**config.mk**
```make
export PLATFORM = sky130hd
export DESIGN_NAME = adc_sample_fifo_flat
export DESIGN_NICKNAME = d
export VERILOG_FILES = /design/src/rtl/adc_sample_fifo_pkg.sv /design/src/rtl/adc_sample_fifo_if.sv /design/src/rtl/adc_sample_fifo_mem.sv /design/src/rtl/adc_sample_fifo.sv /design/src/flat_wrapper.sv
export SDC_FILE = /design/constraint.sdc
export NUM_CORES = 1
export LEC_CHECK = 0
export BUFFER_PORTS_ARGS = -buffer_cell sky130_fd_sc_hd__buf_2
export CAP_MARGIN = 20
export CORE_ASPECT_RATIO = 0.5
export CORE_MARGIN = 1
export CORE_UTILIZATION = 50
export CTS_BUF_LIST = sky130_fd_sc_hd__clkbuf_4
export CTS_CLUSTER_SIZE = 10
export DETAILED_ROUTE_END_ITERATION = 16
export GPL_TIMING_DRIVEN = 0
export PLACE_DENSITY = 0.69
export SYNTH_ARGS = -nofsm -noshare
export SYNTH_HDL_FRONTEND = slang
export SYNTH_HIERARCHICAL = 1
export SYNTH_SLANG_ARGS = --single-unit
```
**constraint.sdc**
```tcl
create_clock -name clk -period 8.25 [get_ports clk]
set_clock_uncertainty 0.1 [all_clocks]
set_input_delay 2.0625 -clock clk [delete_from_list [all_inputs] [get_ports clk]]
set_output_delay 2.0625 -clock clk [all_outputs]
set_load 0.02 [all_outputs]
```
**src/rtl/adc_sample_fifo_pkg.sv**
```systemverilog
// adc_sample_fifo_pkg: shared widths and depths for the vco_adc capture FIFO
package adc_sample_fifo_pkg;
  localparam int ADC_DATA_W = 32;
  localparam int FIFO_DEPTH = 16;
  localparam int FIFO_ADDR_W = 4;
  localparam int FIFO_DROP_W = 16;
endpackage

```
**src/rtl/adc_sample_fifo_if.sv**
```systemverilog
// adc_sample_fifo_if: sample write, registered read and status signals of the capture FIFO
interface adc_sample_fifo_if
  import adc_sample_fifo_pkg::*;
#(
  parameter int DATA_W = ADC_DATA_W,
  parameter int ADDR_W = FIFO_ADDR_W,
  parameter int DROP_W = FIFO_DROP_W
);
  logic clear_in;
  logic [DATA_W-1:0] data_in;
  logic data_valid_in;
  logic rd_en_in;
  logic [DATA_W-1:0] rd_data_out;
  logic rd_valid_out;
  logic [ADDR_W:0] level_out;
  logic empty_out;
  logic full_out;
  logic [ADDR_W:0] threshold_in;
  logic irq_out;
  logic overflow_out;
  logic [DROP_W-1:0] drop_count_out;
  modport master (
    output clear_in, data_in, data_valid_in, rd_en_in, threshold_in,
    input rd_data_out, rd_valid_out, level_out, empty_out, full_out, irq_out, overflow_out, drop_count_out
  );
  modport slave (
    input clear_in, data_in, data_valid_in, rd_en_in, threshold_in,
    output rd_data_out, rd_valid_out, level_out, empty_out, full_out, irq_out, overflow_out, drop_count_out
  );
endinterface

```
**src/rtl/adc_sample_fifo_mem.sv**
```systemverilog
// adc_fifo_mem: DEPTH x DATA_W storage, one write port and one registered read port
module adc_fifo_mem
  import adc_sample_fifo_pkg::*;
#(
  parameter int DATA_W = ADC_DATA_W,
  parameter int DEPTH = FIFO_DEPTH,
  parameter int ADDR_W = FIFO_ADDR_W
) (
  input  logic              clk,
  input  logic              flush_i,
  input  logic              we_i,
  input  logic [ADDR_W-1:0] waddr_i,
  input  logic [DATA_W-1:0] wdata_i,
  input  logic              re_i,
  input  logic [ADDR_W-1:0] raddr_i,
  output logic [DATA_W-1:0] rd_data_o
);
  logic [DATA_W-1:0] mem_q [DEPTH];
  logic [DATA_W-1:0] rd_data_q;
  always_ff @(posedge clk) if (we_i) mem_q[waddr_i] <= wdata_i;
  // only the output register is flushed; array contents survive reset
  always_ff @(posedge clk) rd_data_q <= flush_i ? '0 : re_i ? mem_q[raddr_i] : rd_data_q;
  assign rd_data_o = rd_data_q;
endmodule

```
**src/rtl/adc_sample_fifo.sv**
```systemverilog
// adc_sample_fifo: capture FIFO behind vco_adc with level, threshold irq, sticky overflow and drop count
module adc_sample_fifo
  import adc_sample_fifo_pkg::*;
#(
  parameter int DATA_W = ADC_DATA_W,
  parameter int DEPTH = FIFO_DEPTH,
  parameter int ADDR_W = FIFO_ADDR_W,
  parameter int DROP_W = FIFO_DROP_W
) (
  input logic clk,
  input logic rst,
  adc_sample_fifo_if.slave bus
);
  logic flush, empty, full, rd_acc, wr_acc, drop;
  logic [ADDR_W-1:0] wr_ptr_q, wr_ptr_d, rd_ptr_q, rd_ptr_d;
  logic [ADDR_W:0] level_q, level_d;
  logic ovf_q, ovf_d, rd_valid_q;
  logic [DROP_W-1:0] drop_q, drop_d;
  always_comb begin
    flush = rst || bus.clear_in;
    empty = level_q == '0;
    full = level_q == (ADDR_W+1)'(DEPTH);
    rd_acc = bus.rd_en_in && !empty;
    wr_acc = bus.data_valid_in && (!full || rd_acc);
    drop = bus.data_valid_in && !wr_acc;
    wr_ptr_d = flush ? '0 : wr_ptr_q + ADDR_W'(wr_acc);
    rd_ptr_d = flush ? '0 : rd_ptr_q + ADDR_W'(rd_acc);
    level_d = flush ? '0 : level_q + (ADDR_W+1)'(wr_acc) - (ADDR_W+1)'(rd_acc);
    ovf_d = !flush && (ovf_q || drop);
    drop_d = flush ? '0 : drop_q + DROP_W'(drop && drop_q != '1);
  end
  always_ff @(posedge clk) begin
    wr_ptr_q <= wr_ptr_d;
    rd_ptr_q <= rd_ptr_d;
    level_q <= level_d;
    ovf_q <= ovf_d;
    drop_q <= drop_d;
    rd_valid_q <= !flush && rd_acc;
  end
  adc_fifo_mem #(.DATA_W(DATA_W), .DEPTH(DEPTH), .ADDR_W(ADDR_W)) u_mem (
    .clk(clk),
    .flush_i(flush),
    .we_i(wr_acc && !flush),
    .waddr_i(wr_ptr_q),
    .wdata_i(bus.data_in),
    .re_i(rd_acc && !flush),
    .raddr_i(rd_ptr_q),
    .rd_data_o(bus.rd_data_out)
  );
  assign bus.rd_valid_out = rd_valid_q;
  assign bus.level_out = level_q;
  assign bus.empty_out = empty;
  assign bus.full_out = full;
  assign bus.irq_out = bus.threshold_in != '0 && level_q >= bus.threshold_in;
  assign bus.overflow_out = ovf_q;
  assign bus.drop_count_out = drop_q;
endmodule
```
**src/flat_wrapper.sv**
```systemverilog
// flat-port wrapper written by rule: the top's interface ports become plain ports
module adc_sample_fifo_flat import adc_sample_fifo_pkg::*;
#(
  parameter int DATA_W = ADC_DATA_W,
  parameter int DEPTH = FIFO_DEPTH,
  parameter int ADDR_W = FIFO_ADDR_W,
  parameter int DROP_W = FIFO_DROP_W
)
  (clk, rst, bus_clear_in, bus_data_in, bus_data_valid_in, bus_rd_en_in, bus_threshold_in, bus_rd_data_out, bus_rd_valid_out, bus_level_out, bus_empty_out, bus_full_out, bus_irq_out, bus_overflow_out, bus_drop_count_out);
  adc_sample_fifo_if #(.DATA_W(DATA_W), .ADDR_W(ADDR_W), .DROP_W(DROP_W)) bus_i ();
  input logic clk;
  input logic rst;
  input wire logic [$bits(bus_i.clear_in)-1:0] bus_clear_in;
  input wire logic [$bits(bus_i.data_in)-1:0] bus_data_in;
  input wire logic [$bits(bus_i.data_valid_in)-1:0] bus_data_valid_in;
  input wire logic [$bits(bus_i.rd_en_in)-1:0] bus_rd_en_in;
  input wire logic [$bits(bus_i.threshold_in)-1:0] bus_threshold_in;
  output wire logic [$bits(bus_i.rd_data_out)-1:0] bus_rd_data_out;
  output wire logic [$bits(bus_i.rd_valid_out)-1:0] bus_rd_valid_out;
  output wire logic [$bits(bus_i.level_out)-1:0] bus_level_out;
  output wire logic [$bits(bus_i.empty_out)-1:0] bus_empty_out;
  output wire logic [$bits(bus_i.full_out)-1:0] bus_full_out;
  output wire logic [$bits(bus_i.irq_out)-1:0] bus_irq_out;
  output wire logic [$bits(bus_i.overflow_out)-1:0] bus_overflow_out;
  output wire logic [$bits(bus_i.drop_count_out)-1:0] bus_drop_count_out;
  assign bus_i.clear_in = bus_clear_in;
  assign bus_i.data_in = bus_data_in;
  assign bus_i.data_valid_in = bus_data_valid_in;
  assign bus_i.rd_en_in = bus_rd_en_in;
  assign bus_i.threshold_in = bus_threshold_in;
  assign bus_rd_data_out = bus_i.rd_data_out;
  assign bus_rd_valid_out = bus_i.rd_valid_out;
  assign bus_level_out = bus_i.level_out;
  assign bus_empty_out = bus_i.empty_out;
  assign bus_full_out = bus_i.full_out;
  assign bus_irq_out = bus_i.irq_out;
  assign bus_overflow_out = bus_i.overflow_out;
  assign bus_drop_count_out = bus_i.drop_count_out;
  adc_sample_fifo #(.DATA_W(DATA_W), .DEPTH(DEPTH), .ADDR_W(ADDR_W), .DROP_W(DROP_W)) u_core (.clk(clk), .rst(rst), .bus(bus_i));
endmodule
```
# After elaboration in Yosys (flattened, before gate mapping)
# Memories as Yosys holds them, arrays and structs flattened. A register that Yosys moved wholly into a read port is not among the register bits.
# Index checks and enable logic that the tools add are counted.
# W data, S select, Z words.
dict set report word_totals {
  register_bits 31
  latch_bits 0
  mem_bits_rw 512
  romBits 0
  out_inout_bits 58
  n_memories 1
}
dict set report op_classes {
  n_addsub 5
  mul 0
  n_div 0
  order_cmp 1
  eq_ne 2
  shifts 0
  mux 2
  bitwise 0
  reduce_logical 17
}
# memory words width read_ports rd_ports_with_merged_regs wr line_no
set mem_list {}
lappend mem_list {u_core.u_mem.mem_q 16 32 1 1 1 adc_sample_fifo_mem.sv:18} ;# logic [DATA_W-1:0] mem_q [DEPTH];
# cell count
set op_table {}
lappend op_table {{$add A16 B1 Y16} 1}
lappend op_table {{$ne A16 B16 Y1 const B} 1}
lappend op_table {{$add A4 B1 Y4} 2}
lappend op_table {{$logic_and A1 B1 Y1} 8}
lappend op_table {{$add A5 B1 Y5} 1}
lappend op_table {{$eq A5 B5 Y1 const B} 1}
lappend op_table {{$ge A5 B5 Y1} 1}
lappend op_table {{$logic_not A5 Y1} 1}
lappend op_table {{$reduce_bool A5 Y1} 1}
lappend op_table {{$sub A5 B1 Y5} 1}
lappend op_table {{$logic_not A1 Y1} 4}
lappend op_table {{$logic_or A1 B1 Y1} 3}
lappend op_table {{$mux W1} 2}

# Depth between registers and ports, before layout
dict set report logic_depth {
  depth_word 9
  depth_mapped 12
  ltp_nobuf 12
}

# By module
# Netlist, hierarchy kept.
# module n_inst cells_each area_per_inst_um2 seq_area_each_um2
set by_module_without_submodules {}
lappend by_module_without_submodules {adc_fifo_mem 1 1216 20948.8 16015.4}
lappend by_module_without_submodules {adc_sample_fifo 1 173 1589.0 620.6}

# Worst setup path after synthesis
# No wires, ideal clock.
dict set report synth_timing {
  path_kind {input-to-reg}
  start {input port bus_clear_in}
  end {memory u_core/u_mem/mem_q[0][0] (netlist bit) (enable)}
  arrival_time_ns 5.286
  t_required_ns 7.689
  setup_slack_ns 2.403
  path_stages 5
  path_cell_list {nor2_1 > clkbuf_1 > and2_1 > or3b_2 > nor3_1}
}
dict set report synth_via {
  elab_chain_len 5
}
# element line_no
set synth_rtl {}
lappend synth_rtl {{from (decl)} flat_wrapper.sv:13} ;# input wire logic [$bits(bus_i.clear_in)-1:0] bus_clear_in;
lappend synth_rtl {{$logic_or A1 B1 Y1} adc_sample_fifo.sv:20} ;# flush = rst || bus.clear_in;
lappend synth_rtl {{$logic_not A1 Y1} adc_sample_fifo.sv:43} ;# .we_i(wr_acc && !flush),
lappend synth_rtl {{$logic_and A1 B1 Y1} adc_sample_fifo.sv:43}
lappend synth_rtl {{$mux W1} adc_sample_fifo_mem.sv:20} ;# always_ff @(posedge clk) if (we_i) mem_q[waddr_i] <= wdata_i;
lappend synth_rtl {{$mux W1 (implied by the code)} adc_sample_fifo_mem.sv:20}
lappend synth_rtl {{to (decl)} adc_sample_fifo_mem.sv:18}
# No other way between the ends.

# Worst setup path after layout
dict set report layout_timing {
  start {input port bus_threshold_in[0]}
  end {output port bus_irq_out}
}
dict set report layout_via {
  elab_chain_len 2
}
# element line_no
set layout_rtl {}
lappend layout_rtl {{from (decl)} flat_wrapper.sv:17} ;# input wire logic [$bits(bus_i.threshold_in)-1:0] bus_threshold_in;
lappend layout_rtl {{$ge A5 B5 Y1 or $reduce_bool A5 Y1 (tied branches)} adc_sample_fifo.sv:54} ;# assign bus.irq_out = bus.threshold_in != '0 && level_q >= bus.threshold_in;
lappend layout_rtl {{$logic_and A1 B1 Y1 *} adc_sample_fifo.sv:54}
lappend layout_rtl {{to (decl)} flat_wrapper.sv:23} ;# output wire logic [$bits(bus_i.irq_out)-1:0] bus_irq_out;
# Mark *: on every way between the ends. The rest lies on a longest branch, timed or not.

==> flow_summary.yaml <==
global_routing:
  grt_max_degree: 23
  use_met2: 0.355
  use_met1: 0.313
  grt_busiest_layer: "met2"
  met3_usage: 0.0602
  grt_pass1_vias: 13600
  grt_first_pass_wirelength_um: 78200
  antenna_found_initial: 2
  grtUsageTotal: 0.227
  overflow: 0
clock_network:
  post-cts-setup-buffers: 0
  cts.sinks: 575
  cts_made_buffers: 132
  cts_tree: "yes"
  clk-insertion-delay-late_ns: 0.81
  ctsHoldBuffers: 0
  cts_root_buffer: "clkbuf_4"
  cts_max_level: 4
  clk_pin_slew_ns: 0.06
  cts.repair.resized: 0
  clk_path_buf_depth: 3
synth:
  synth_edf_count: 512
  syn_avg_cell_area_um2: 16.2
  synth_area_leader_cell: "edfxtp_1"
  synth_top_cells_by_count: "512 x edfxtp_1, 256 x mux2i_1, 103 x nand2_1, 103 x nand3_1, 64 x a22oi_1"
  synth.area.top_cells: "edfxtp_1 68%, mux2i_1 11%, dfxtp_1 5.6%"
  synth.distinct_cells: 49
  netlist_instances: 1389
  synth_ff_type: "edfxtp_1"
  synth.most_common_cell: "edfxtp_1"
  syn-num-nets: 1448
  ys_seq_elements: 575
  netlist_area_um2: 22500
  ys_warn_count: 6
  synth.top_cell.area_share: 0.682
  synth-async-reset-ratio: 0
  seq_area_frac_synth: 0.738
finish:
  n_fill_cell: 3213
  final_nets: 1709
  syn2layout_area_growth_pct: 16.4
  drive_gt1_frac: 0.245
power_and_ir_drop:
  p_total_mw: 6.00
  ir_worst_vdd_mv: 0.108
  power_density_nw_per_um2: 229
  leakage_nw: 8.79
hold_path:
  hold_class: "register to register"
die:
  num_rows: 54
  dieArea_um2: 46000
  ios: 100
  die_h_um: 152
  initial_core_util: 0.512
  core_area_um2: 44000
  die_w_um: 302
critical_path:
  critical_path_peak_fanout: 2
  crit_path_start_kind: "input port"
  crit_arrival_ns: 3.23
  required_ns: 6.09
  worstSetupPathType: "input port to output port"
  cp-end-kind: "output port"
timing:
  tightest_slew_ns: 0.902
  fin_crit_ns: 5.39
  fin_setup_tns_ns: 0
  setup_violations: 0
  finalMaxSlewViolations: 0
  slew_headroom: 0.399
  grt_setup_unrepaired: "no"
  max_freq_mhz: 185
  fin_crit_sh: 0.654
  worst_hold_slack_ns: 0.353
  hold_violations: 0
routing:
  postRouteAntennaNets: 0
  routed_via_density: 5.59
  drtIter0Drc: 1099
  wl_per_cell_um: 21.9
  vias: 13100
  first_pass_iters: 5
  wl_um: 51200
  drcViolationCount: 0
flow_run:
  cap_violations: 0
place:
  routabilityCongestion: 0.814
  dp_hpwl_um: 32800
  io_buffers: 99
run_status:
  outcome: "finished, final reports clean"
==> per-stage QoR <==
step / cells / setup WS (ns) / cell area [um2] / util
after global placement: 2076 / -0.540 / 23800 / 0.540
after floorplan: 1389 / 2.40 / 22500 / -
after detailed placement: 2104 / 2.86 / 24400 / 0.554
after global routing: 2337 / 2.80 / 26200 / 0.597
final: 2337 / 2.86 / 26200 / 0.597
after CTS: 2336 / 2.85 / 26200 / 0.597
==> per-layer routing <==
metal | share of wire | up-vias
met5 | 0 | -
met4 | 0.018 | 0
met3 | 0.081 | 76
met2 | 0.47 | 536
met1 | 0.43 | 6506
li1 | - | 5949
==> cell type report <==
class,instances,area (um2),area share
buffer,70,559,0.0213
clock buffer,200,1500,0.0572
antenna,1,2.50,0.0000954
clock inverter,32,369,0.0141
multi-input combinational,732,5410,0.206
sequential,575,16600,0.634
timing repair buffer,127,987,0.0376
inverter,12,45.0,0.00172
tap,588,736,0.0280
==> kinds of logic (layout without fill, tap and decap cells) <==
family | count (synthesis) | count (layout) | synth area share
AOI/OAI and AO/OA | 144 | 144 | 0.0415
xor gates and xnor gates | 19 | 19 | 0.00738
adders and majority gates | 17 | 17 | 0.00977
buffers and inverters | 82 | 441 | 0.0268
DFF | 575 | 575 | 0.738
muxes | 256 | 256 | 0.114
other | 0 | 1 | 0
and+or+nand+nor | 296 | 296 | 0.0627
==> final timing paths <==
check,from,end,slack [ns],cells past startpoint
max,bus_threshold_in[0],bus_irq_out,2.86,7
min,u_core/u_mem/rd_data_o[9]$_SDFFE_PP0P_,u_core/u_mem/rd_data_o[9]$_SDFFE_PP0P_,0.35,2
max reg2reg,u_core/bus.level_out[3]$_SDFF_PP0_,u_core/u_mem/mem_q[0][16]$_DFFE_PP_,4.94,10
min reg2reg,u_core/u_mem/rd_data_o[9]$_SDFFE_PP0P_,u_core/u_mem/rd_data_o[9]$_SDFFE_PP0P_,0.35,2
==> sequential cells by signal (all words and copies together) (netlist names) <==
name	count
u_core/bus.rd_valid_out	1
u_core/wr_ptr_q	4
u_core/u_mem/rd_data_o	32
u_core/rd_ptr_q	4
u_core/u_mem/mem_q	512
u_core/bus.level_out	5
u_core/bus.overflow_out	1
u_core/bus.drop_count_out	16
==> critical path, stage by stage <==
cell,delay (ns)
buf_2,0.11
ha_1,0.29
nand2b_1,0.15
a211o_1,0.28
o211ai_1,0.09
a21oi_1,0.08
buf_2,0.16
==> placed cells by master, fill, tap and decap left out, drive strengths merged, types with 16 or more instances in the layout <==
master  count
mux2i     256
dfxtp      63
a22oi      64
clkbuf    217
ha         16
a21oi      70
buf       180
nand2     103
clkinv     17
nand3     104
nor2       40
edfxtp    512
==> where the power goes <==
| group | switching (mW) | total, mW | internal [mW] |
|---|---|---|---|
| logic | 0.228 | 0.335 | 0.106 |
| registers | 0.0201 | 3.21 | 3.19 |
| clock network | 1.07 | 2.46 | 1.39 |
Power figures use the tool's default switching activity.
